`src/rtl/fp32_pkg.sv`:
```
// Shared definitions for the single-precision normalize-and-round datapath.
package fp32_pkg;

    typedef enum logic [2:0] {
        ST_IDLE  = 3'd0,
        ST_CARRY = 3'd1,
        ST_NORM  = 3'd2,
        ST_ROUND = 3'd3,
        ST_DONE  = 3'd4
    } state_e;

    localparam logic [7:0] FP32_EXP_MAX = 8'hFF;
    localparam int         FP32_BIAS    = 127;
    localparam int         FP32_MAN_W   = 24;

endpackage

```
`src/rtl/rne_round24.sv`:
```
// Round-to-nearest-even of a 24-bit significand given guard/round/sticky bits.
module rne_round24 (
    input  logic [23:0] m_i,
    input  logic [2:0]  g_i,
    output logic [23:0] m_o,
    output logic        carry_o,
    output logic        inexact_o
);

    logic        inc;
    logic [24:0] sum;

    assign inc       = g_i[2] & (g_i[1] | g_i[0] | m_i[0]);
    assign sum       = {1'b0, m_i} + {24'b0, inc};
    assign carry_o   = sum[24];
    // A carry out of the significand renormalizes to exactly 1.0.
    assign m_o       = sum[24] ? 24'h800000 : sum[23:0];
    assign inexact_o = |g_i;

endmodule

```
`src/rtl/normalize_and_round32.sv`:
```
// Normalizes a raw single-precision sum, rounds it to nearest-even and packs it.
module normalize_and_round32
    import fp32_pkg::*;
(
    input  logic        clk,
    input  logic        rst,
    input  logic        in_valid,
    output logic        in_ready,
    input  logic        in_sign,
    input  logic [7:0]  in_exp,
    input  logic [24:0] in_man,
    input  logic [2:0]  in_grs,
    output logic        out_valid,
    input  logic        out_ready,
    output logic [31:0] out_result,
    output logic        out_overflow,
    output logic        out_zero,
    output logic        out_inexact,
    output logic [2:0]  dbg_state_o
);

    localparam logic [4:0] MAX_SHIFT = 5'(FP32_MAN_W - 1);

    state_e      state_q;
    logic        s_q;
    logic [8:0]  e_q;
    logic [24:0] m_q;
    logic [2:0]  g_q;
    logic [4:0]  cnt_q;
    logic        out_valid_q;
    logic [31:0] result_q;
    logic        ovf_q;
    logic        zero_q;
    logic        inx_q;

    logic [23:0] m_rnd;
    logic        rnd_carry;
    logic        rnd_inexact;
    logic [8:0]  e_rnd;

    rne_round24 u_round (
        .m_i       (m_q[23:0]),
        .g_i       (g_q),
        .m_o       (m_rnd),
        .carry_o   (rnd_carry),
        .inexact_o (rnd_inexact)
    );

    assign e_rnd = e_q + {8'b0, rnd_carry};

    // Handshakes: a transfer happens on a rising edge where valid and ready are both 1.
    assign in_ready     = (state_q == ST_IDLE) & ~rst;
    assign out_valid    = out_valid_q;
    assign out_result   = result_q;
    assign out_overflow = ovf_q;
    assign out_zero     = zero_q;
    assign out_inexact  = inx_q;
    assign dbg_state_o  = state_q;

    always_ff @(posedge clk) begin
        if (rst) begin
            state_q     <= ST_IDLE;
            s_q         <= 1'b0;
            e_q         <= 9'd0;
            m_q         <= 25'd0;
            g_q         <= 3'd0;
            cnt_q       <= 5'd0;
            out_valid_q <= 1'b0;
            result_q    <= 32'd0;
            ovf_q       <= 1'b0;
            zero_q      <= 1'b0;
            inx_q       <= 1'b0;
        end else begin
            case (state_q)
                ST_IDLE: begin
                    if (in_valid) begin
                        s_q   <= in_sign;
                        e_q   <= (in_exp == 8'd0) ? 9'd1 : {1'b0, in_exp};
                        m_q   <= in_man;
                        g_q   <= in_grs;
                        cnt_q <= 5'd0;
                        ovf_q <= 1'b0;
                        inx_q <= 1'b0;
                        zero_q <= 1'b0;
                        if (in_exp == FP32_EXP_MAX) begin
                            result_q    <= {in_sign, FP32_EXP_MAX, in_man[22:0]};
                            out_valid_q <= 1'b1;
                            state_q     <= ST_DONE;
                        end else if (in_man == 25'd0 && in_grs == 3'd0) begin
                            result_q    <= {in_sign, 31'b0};
                            zero_q      <= 1'b1;
                            out_valid_q <= 1'b1;
                            state_q     <= ST_DONE;
                        end else if (in_man[24]) begin
                            state_q <= ST_CARRY;
                        end else begin
                            state_q <= ST_NORM;
                        end
                    end
                end
                ST_CARRY: begin
                    m_q     <= {1'b0, m_q[24:1]};
                    g_q     <= {m_q[0], g_q[2], g_q[1] | g_q[0]};
                    e_q     <= e_q + 9'd1;
                    state_q <= ST_ROUND;
                end
                ST_NORM: begin
                    // Stop at the hidden bit, at the minimum exponent (subnormal), or at the shift limit.
                    if (m_q[23] || e_q == 9'd1 || cnt_q == MAX_SHIFT) begin
                        state_q <= ST_ROUND;
                    end else begin
                        m_q   <= {m_q[23:0], g_q[2]};
                        g_q   <= {g_q[1], g_q[0], 1'b0};
                        e_q   <= e_q - 9'd1;
                        cnt_q <= cnt_q + 5'd1;
                    end
                end
                ST_ROUND: begin
                    m_q   <= {1'b0, m_rnd};
                    e_q   <= e_rnd;
                    inx_q <= rnd_inexact;
                    if (e_rnd >= 9'd255) begin
                        result_q <= {s_q, FP32_EXP_MAX, 23'b0};
                        ovf_q    <= 1'b1;
                    end else begin
                        result_q <= {s_q, (m_rnd[23] ? e_rnd[7:0] : 8'd0), m_rnd[22:0]};
                    end
                    out_valid_q <= 1'b1;
                    state_q     <= ST_DONE;
                end
                ST_DONE: begin
                    if (out_ready) begin
                        out_valid_q <= 1'b0;
                        state_q     <= ST_IDLE;
                    end
                end
                default: begin
                    state_q <= ST_IDLE;
                end
            endcase
        end
    end

endmodule

```
`config.mk`:
```
export PLATFORM = sky130hd
export DESIGN_NAME = normalize_and_round32
export DESIGN_NICKNAME = d
export VERILOG_FILES = /design/src/rtl/fp32_pkg.sv /design/src/rtl/rne_round24.sv /design/src/rtl/normalize_and_round32.sv
export SDC_FILE = /design/constraint.sdc
export NUM_CORES = 1
export LEC_CHECK = 0
export CAP_MARGIN = 20
export CORE_ASPECT_RATIO = 0.75
export CORE_MARGIN = 1
export CORE_UTILIZATION = 45
export CTS_CLUSTER_DIAMETER = 200
export DETAILED_ROUTE_END_ITERATION = 16
export GPL_TIMING_DRIVEN = 0
export PLACE_DENSITY = 0.67
export SETUP_SLACK_MARGIN = 0.05
export SLEW_MARGIN = 20
export SYNTH_ARGS = -nofsm -noshare
export SYNTH_HDL_FRONTEND = slang
export SYNTH_SLANG_ARGS = --single-unit
```
`constraint.sdc`:
```
create_clock -name clk -period 4.75 [get_ports clk]
set_input_delay 0.95 -clock clk [delete_from_list [all_inputs] [get_ports clk]]
set_output_delay 0.95 -clock clk [all_outputs]
set_load 0.05 [all_outputs]
```
Yosys cells after proc, flatten, opt, wreduce, memory -nomap -nowiden
Index checks and enable logic that the tools add are counted.

word-level totals
  bits in registers = 82
  input port bits = 41
  output and inout bits = 40
  logic and storage cells = 95

operators by class
  add/sub/neg operators = 5
  $lt $le $gt $ge = 1
  equal/unequal tests = 13
  mux-type cells = 38
  bitwise logic cells = 5
  reduce and logical (&&, ||, !) cells = 22

operator list
  operator             number
  $pmux 25 s4          1
  $mux 32              3
  $pmux 32 s2          1
  $mux 25              2
  $pmux 9 s4           1
  $mux 31              1
  $add 24x1->25        1
  $logic_not 25->1     1
  $mux 24              1
  $mux 3               7
  $mux 9               2
  $reduce_and 3->1     6
  $mux 8               2
  $pmux 3 s5           1
  $mux 5               2
  $ne 2x2->1 const B   5
  $pmux 5 s2           1
  $add 9x1->9          1
  $add 9x1->9 const B  1
  $eq 9x1->1 const B   1
  $ge 9x8->1 const B   1
  $pmux 3 s3           1
  $sub 9x1->9 const B  1
  $eq 8x8->1 const B   1
  other kinds (23)     39

Logic depth before layout (Yosys ltp)
Gate-level depths: netlist of the first run.

  depth after elaboration = 8
  mapped depth = 15
  mapped depth without buffers = 13

By module
From an unflattened synthesis of the first run, not the netlist that was laid out.

unflattened totals
  cell total of the unflattened synthesis = 743
  area, all modules = 5,676.7 um^2

modules (own cells, without submodules)
  module                 times used  cells each  area each (um^2)  seq. area each (um^2)
  normalize_and_round32  1           680         5,220.0           1,641.6
  rne_round24            1           63          456.7             0.0

Least setup slack after synthesis of the first run
Ideal clock, no wire load.

  path kind = input-to-output
  start = input port rst
  end = output port in_ready
  arrival = 2.436 ns
  data required time = 3.800 ns
  setup slack = 1.364 ns
  cell stages on the path = 3
  path buffers = 2
  cells stage by stage = clkbuf_1 -> clkbuf_1 -> nor3_1

between the ends
  word-level cells in the longest chain between the ends = 2

ends and longest elaborated chain
  element      RTL line                     text
  from (decl)  normalize_and_round32.sv:6   input logic rst,
  $not 1->1    normalize_and_round32.sv:52  assign in_ready = (state_q == ST_IDLE) & ~rst;
  $and 1x1->1  normalize_and_round32.sv:52
  to (decl)    normalize_and_round32.sv:8   output logic in_ready,

Every way passes these cells.

Worst setup path after layout of the first run
Same ends and word-level chain as after synthesis.

==> results of run 1 <==
-- cells in the mapped netlist (all sizes together) (7+ instances only) --
cell    instances  area, um2
dfxtp          82       1642
nor2           78      292.8
nand2          71      266.5
o21ai          48      240.2
a21oi          42      214.0
nor3           41      210.2
clkbuf         39      156.4
a211oi         34      260.3
buf            31      155.1
nand3          22      115.1
xnor2          20      175.2
inv            19      71.32
nor4           19      137.6
a32oi          17      148.9
nand4          15      108.9
xor2           14      122.6
a221oi         11      96.34
nand2b         11      68.82
o21a           11      82.58
a21boi          8      60.06
a31oi           7      43.79
ha              7      87.58
o221ai          7      61.31
o31ai           7      52.55
-- final timing paths --
check          from              to  slack, ns  cells after the start
max             rst        in_ready       0.26                      5
min             s_q             s_q       0.46                      2
max reg2reg  g_q[2]  out_result[21]       0.32                     14
min reg2reg     s_q             s_q       0.46                      2
-- per-stage QoR --
| step | instance area [um2] | setup slack (ns) | total power, mW |
|---|---|---|---|
| 6_report | 6879 | 0.2645 | 4.999 |
| 5_1_grt | 6879 | 0.1245 | 5.238 |
| 2_1_floorplan | 5609 | 1.364 | 3.239 |
| 4_1_cts | 6882 | 0.2122 | 4.882 |
| 3_3_place_gp | 6603 | 0.06569 | 4.149 |
| 3_5_place_dp | 6603 | 0.05530 | 4.189 |
-- worst reg2reg max path, cell delays in order (launching register included) --
cell and delay [ns]:
dfxtp_1 0.45, and2_1 0.19, ha_1 0.29, and4_2 0.44, nand4_1 0.20, nor4_1 0.46, ha_1 0.37, ha_1 0.32
nand2_1 0.08, nor2_1 0.12, a41oi_1 0.06, o31a_2 0.40, clkbuf_2 0.27, a32oi_1 0.53, a211oi_2 0.14
-- state kept, by name (all words and copies together) (netlist names) --
register and flops:
out_result 32, m_q 25, e_q 9, cnt_q 5, dbg_state_o 3, g_q 3
out_inexact 1, out_overflow 1, out_valid 1, out_zero 1, s_q 1
-- report_power, final --
part | internal, mW | leakage (nW) | switching [mW] | total, mW
Sequential | 0.971 | 0.673 | 0.233 | 1.20
Clock | 0.362 | 0.131 | 0.330 | 0.692
Combinational | 1.02 | 1.47 | 2.08 | 3.10
Total | 2.35 | 2.27 | 2.64 | 5.00
-- timing repair --
action,in CTS,in global routing
endpoints found under the hold margin,0,0
resized for setup,1,1
setup endpoints to repair,3,20
-- cells in the final DEF (no fill, tap or decap), types with 21 or more instances in the layout --
| cell type | synthesis | routed |
|---|---|---|
| a21oi_1 | 41 | 41 |
| nor3_1 | 40 | 40 |
| clkdlybuf4s50_1 | 0 | 79 |
| o21ai_0 | 45 | 45 |
| nor2_1 | 78 | 78 |
| dfxtp_1 | 82 | 82 |
| buf_2 | 25 | 25 |
| a211oi_1 | 33 | 33 |
| clkbuf_1 | 38 | 37 |
| nand2_1 | 71 | 71 |
| nand3_1 | 21 | 21 |
-- metal layers --
metal  track usage (%)  share of wire [%]
met1             53.45                 42
met2             49.29                 38
met3             16.45                 17
met4             12.11                3.0
met5                 0               0.11
-- final cells by class --
type                            count  area, um2  share of cell area [%]
Inverter                           19      71.32                   1.037
Tap cell                          162      202.7                   2.947
Sequential cell                    82       1642                   23.86
Multi-Input combinational cell    579       3586                   52.13
Timing Repair Buffer               79      790.8                   11.50
Clock inverter                      6      48.80                  0.7093
Buffer                             69      309.0                   4.493
Clock buffer                       10      229.0                   3.328
-- cells by family after synthesis --
kind of cell | after synthesis
flip-flops | 82
XOR/XNOR | 34
adder cells (fa/ha/maj) | 7
AO/OA/AOI/OAI | 238
multiplexers | 8
AND/OR/NAND/NOR | 292
buffers and inverters | 89
==> results.yml, run 1 <==
run_status:
  outcome: "completed"
floorplanning:
  core_area_mm2: 0.01187
  initial_core_util_pct: 47.26
  row_count: 34
  num_io_pins: 81
  dieWidth_um: 130.9
  die_height_um: 98.69
  dieArea_mm2: 0.01292
sta:
  finalHoldViolCount: 0
  rsz0062_at_grt: "no"
  maxSlewHeadroom_pct: 36.12
  tns_ns: 0
  finalSetupViolCount: 0
  slew_violations: 0
  worst_pin_slew_ns: 0.9561
  skew_ns: 0.009308
  fmax_mhz: 222.9
  period_minus_slack_ns: 4.486
  timing.hold.ws_ns: 0.4641
  period_share_pct: 94.43
worst_setup_path:
  critPathCaptureType: "output pin"
  slowest_stage: "clkdlybuf4s50_1"
  crit_family: "buffers and inverters"
  crit_arrival_ns: 3.54
  worstPathRequired_ns: 3.80
  critPathMaxStageDelay_ns: 0.73
  path_cells: "clkdlybuf4s50_1 -> clkbuf_1 -> clkbuf_1 -> nor3_1 -> clkdlybuf4s50_1"
  crit_type: "primary input to output pin"
  path_max_fanout: 10
  critPathBufInv: 4
  start_kind: "primary input"
detailed_routing:
  drt_iter0_markers: 973
  first_pass_iters: 7
  vias_per_cell: 6.604
  ant_nets: 0
  wire_per_inst_um: 23.57
  drcViolationCount: 0
  vias: 6644
  routed_wl_um: 23720
placement:
  dp.cells: 991
  gp_congestion: 1.024
  hpwl_um: 17610
  io_buffers: 79
clock_network:
  post-cts-setup-buffer-count: 0
  htree_levels: 3
  cts_buffer_depth: 2
  clkLatencyLatePin_ns: 0.35
  hold_buffers: 0
  cts_buffers: 9
  clk_pin_slew_ns: 0.07
  cts_tree: "built"
  ctsRootBufferMaster: "clkbuf_16"
  cts.sink_count: 82
layout:
  nets: 887
  fin_cells: 1006
  num_antenna_cells: 0
  syn2layout_area_growth_pct: 22.64
  fillCellCount: 1108
  fin_util_pct: 57.96
  drive_gt1_share_pct: 7.464
logic_synthesis:
  synth-seq-area-share_pct: 29.27
  ys_types: 73
  synth-async-reset-ratio_pct: 0
  syn_nets: 798
  synth_edf_count: 0
  syn_avg_cell_area_um2: 7.479
  yosys_warnings: 0
  synthAdderAreaFrac_pct: 1.561
  synth-xor-area-share_pct: 5.309
  synth_seq_cells: 82
  syn_area_mm2: 0.005609
  muxShareOfSynthArea_pct: 1.495
  synth_top_family_by_area: "compound AO/OA/AOI/OAI gates"
  synth-simple-area-share_pct: 26.05
  synth_compound_area_share_pct: 29.49
  synth_flop_cell: "dfxtp_1"
  synth_cells: 750
power_and_ir_drop:
  power.density_mw_per_mm2: 726.7
  leakagePower_nw: 2.273
  vdd_drop_max_v: 0.0003525
global_route:
  grt_usage_pct: 37.42
  overflow: 0
  grt_pass1_vias: 5898
  grt_max_degree: 16
  grt_pass1_wl_um: 35400
  antenna_found_initial: 0
flow_run:
  drv_cap: 0
hold_path:
  hold_path.class: "flop to flop"
Note: power is estimated with default switching activity, not from simulation.
==> run 2: changes to the inputs <==
--- a/config.mk
+++ b/config.mk
@@ -6,7 +6,7 @@
 export NUM_CORES = 1
 export LEC_CHECK = 0
 export CAP_MARGIN = 20
-export CORE_ASPECT_RATIO = 0.75
+export CORE_ASPECT_RATIO = 0.5
 export CORE_MARGIN = 1
 export CORE_UTILIZATION = 45
 export CTS_CLUSTER_DIAMETER = 200
==> run 2 against run 1 <==
Compared with the run above: register-to-register slack better by 0.02 ns; final cell count is 0.40% higher; global-route usage is 2.4 points lower; critical path type unchanged.
==> results.yml, run 2 (synthesis results as in run 1) <==
floorplanning:
  die_height_um: 80.95
  num_io_pins: 81
  initial_core_util_pct: 46.81
  dieWidth_um: 159.9
  dieArea_mm2: 0.01294
  row_count: 28
  core_area_mm2: 0.01198
detailed_routing:
  routed_wl_um: 22580
  wire_per_inst_um: 22.35
  vias: 6435
  vias_per_cell: 6.371
  drcViolationCount: 0
  drt_iter0_markers: 907
  first_pass_iters: 6
  ant_nets: 0
sta:
  skew_ns: 0.01169
  finalHoldViolCount: 0
  worst_pin_slew_ns: 0.8571
  slew_violations: 0
  rsz0062_at_grt: "no"
  period_share_pct: 95.86
  fmax_mhz: 219.6
  tns_ns: 0
  period_minus_slack_ns: 4.553
  finalSetupViolCount: 0
  setup_slack_ns: 0.1965
  maxSlewHeadroom_pct: 42.86
power_and_ir_drop:
  p_seq_share_pct: 24.3
  internal-power_mw: 2.354
  p_comb_share_pct: 61.7
  clockPowerShare_pct: 14.0
  p_sw_mw: 2.599
  leakagePower_nw: 2.300
  swShare_pct: 52.47
  power.density_mw_per_mm2: 717.1
  vdd_drop_max_v: 0.0003471
placement:
  hpwl_um: 17150
  io_buffers: 79
  gp_congestion: 0.9479
  pre_cts_ws_ns: 0.01669
layout:
  num_antenna_cells: 0
  nets: 888
  drive_gt1_share_pct: 7.692
  mostFrequentLayoutCells: "dfxtp_1, clkdlybuf4s50_1, nor2_1, nand2_1, o21ai_0"
  largest_register_ffs: 32
  syn2layout_area_growth_pct: 23.15
  final_common_cell: "dfxtp_1"
worst_setup_path:
  crit_family: "buffers and inverters"
  crit_arrival_ns: 3.60
  critPathCaptureType: "output pin"
  start_kind: "primary input"
  path_max_fanout: 10
  critPathBufInv: 4
  slowest_stage: "clkdlybuf4s50_1"
  critPathMaxStageDelay_ns: 0.73
  crit_type: "primary input to output pin"
  path_cells: "clkdlybuf4s50_1 -> clkbuf_1 -> clkbuf_1 -> nor3_1 -> clkdlybuf4s50_1"
  worstPathRequired_ns: 3.80
global_route:
  overflow: 0
  antenna_found_initial: 0
  grt_usage_pct: 34.97
  grt_pass1_vias: 5833
  grt_max_degree: 17
  grt_pass1_wl_um: 34040
clock_network:
  post-cts-setup-buffer-count: 0
  cts_buffers: 9
  ctsRootBufferMaster: "clkbuf_16"
  htree_levels: 3
  cts_tree: "built"
  hold_buffers: 0
  cts.sink_count: 82
  cts_buffer_depth: 2
  clkLatencyLatePin_ns: 0.35
  clk_pin_slew_ns: 0.07
run_status:
  outcome: "completed"
flow_run:
  drv_cap: 0
hold_path:
  hold_path.class: "flop to flop"
run 2: cell type report:
class	count	area, um2
Buffer	70	314.1
Clock buffer	9	225.2
Clock inverter	7	58.81
Fill cell	1186	5074
Inverter	19	71.32
Multi-Input combinational cell	579	3600
Sequential cell	82	1642
Tap cell	165	206.4
Timing Repair Buffer	79	790.8
run 2: layer usage:
layer | GRT usage [%] | up-vias | part of all wire, %
li1 | - | 2968 | -
met1 | 49.02 | 3062 | 45
met2 | 54.50 | 368 | 42
met3 | 8.325 | 37 | 11
met4 | 7.714 | 0 | 1.6
met5 | 0 | - | 0
run 2: power by group through the flow:
stage	sequential (mW)	combinational [mW]	clock, mW
after floorplan	1.58	1.65	0
final	1.21	3.06	0.693
after CTS	1.20	2.97	0.698
after global placement	1.20	2.95	0
after global routing	1.24	3.27	0.729
after detailed placement	1.21	2.96	0
run 2: timing repair:
| item | CTS | global route |
|---|---|---|
| endpoints found under the setup margin | 12 | 20 |
| pin swaps | 0 | 0 |
| resized for setup | 1 | 5 |
run 2: stage by stage:
step | instances | util [%] | instance area [um2] | hold WS [ns] | total power, mW
6_report | 1010 | 57.65 | 6908 | 0.4523 | 4.954
5_1_grt | 1010 | 57.65 | 6908 | 0.4768 | 5.238
4_1_cts | 1010 | 57.56 | 6897 | 0.4568 | 4.868
3_5_place_dp | 994 | 55.14 | 6606 | 0.4480 | 4.170
3_3_place_gp | 994 | 55.14 | 6606 | 0.4374 | 4.149
2_1_floorplan | 750 | - | 5609 | 0.4366 | 3.239
run 2: final timing paths:
check,endpoint,cells past startpoint,startpoint,slack [ns]
worst min register to register,out_overflow,2,out_overflow,0.45
worst max register to register,out_result[3],15,g_q[2],0.34
worst max-delay path,in_ready,5,rst,0.20
worst min-delay path,out_overflow,2,out_overflow,0.45
run 2: worst min-delay path, delay by kind of cell, from the launching register on:
family                 cells  cell delay, ns
DFF                        1            0.31
AOI/OAI and AO/OA          1            0.05
buffers and inverters      1            0.04
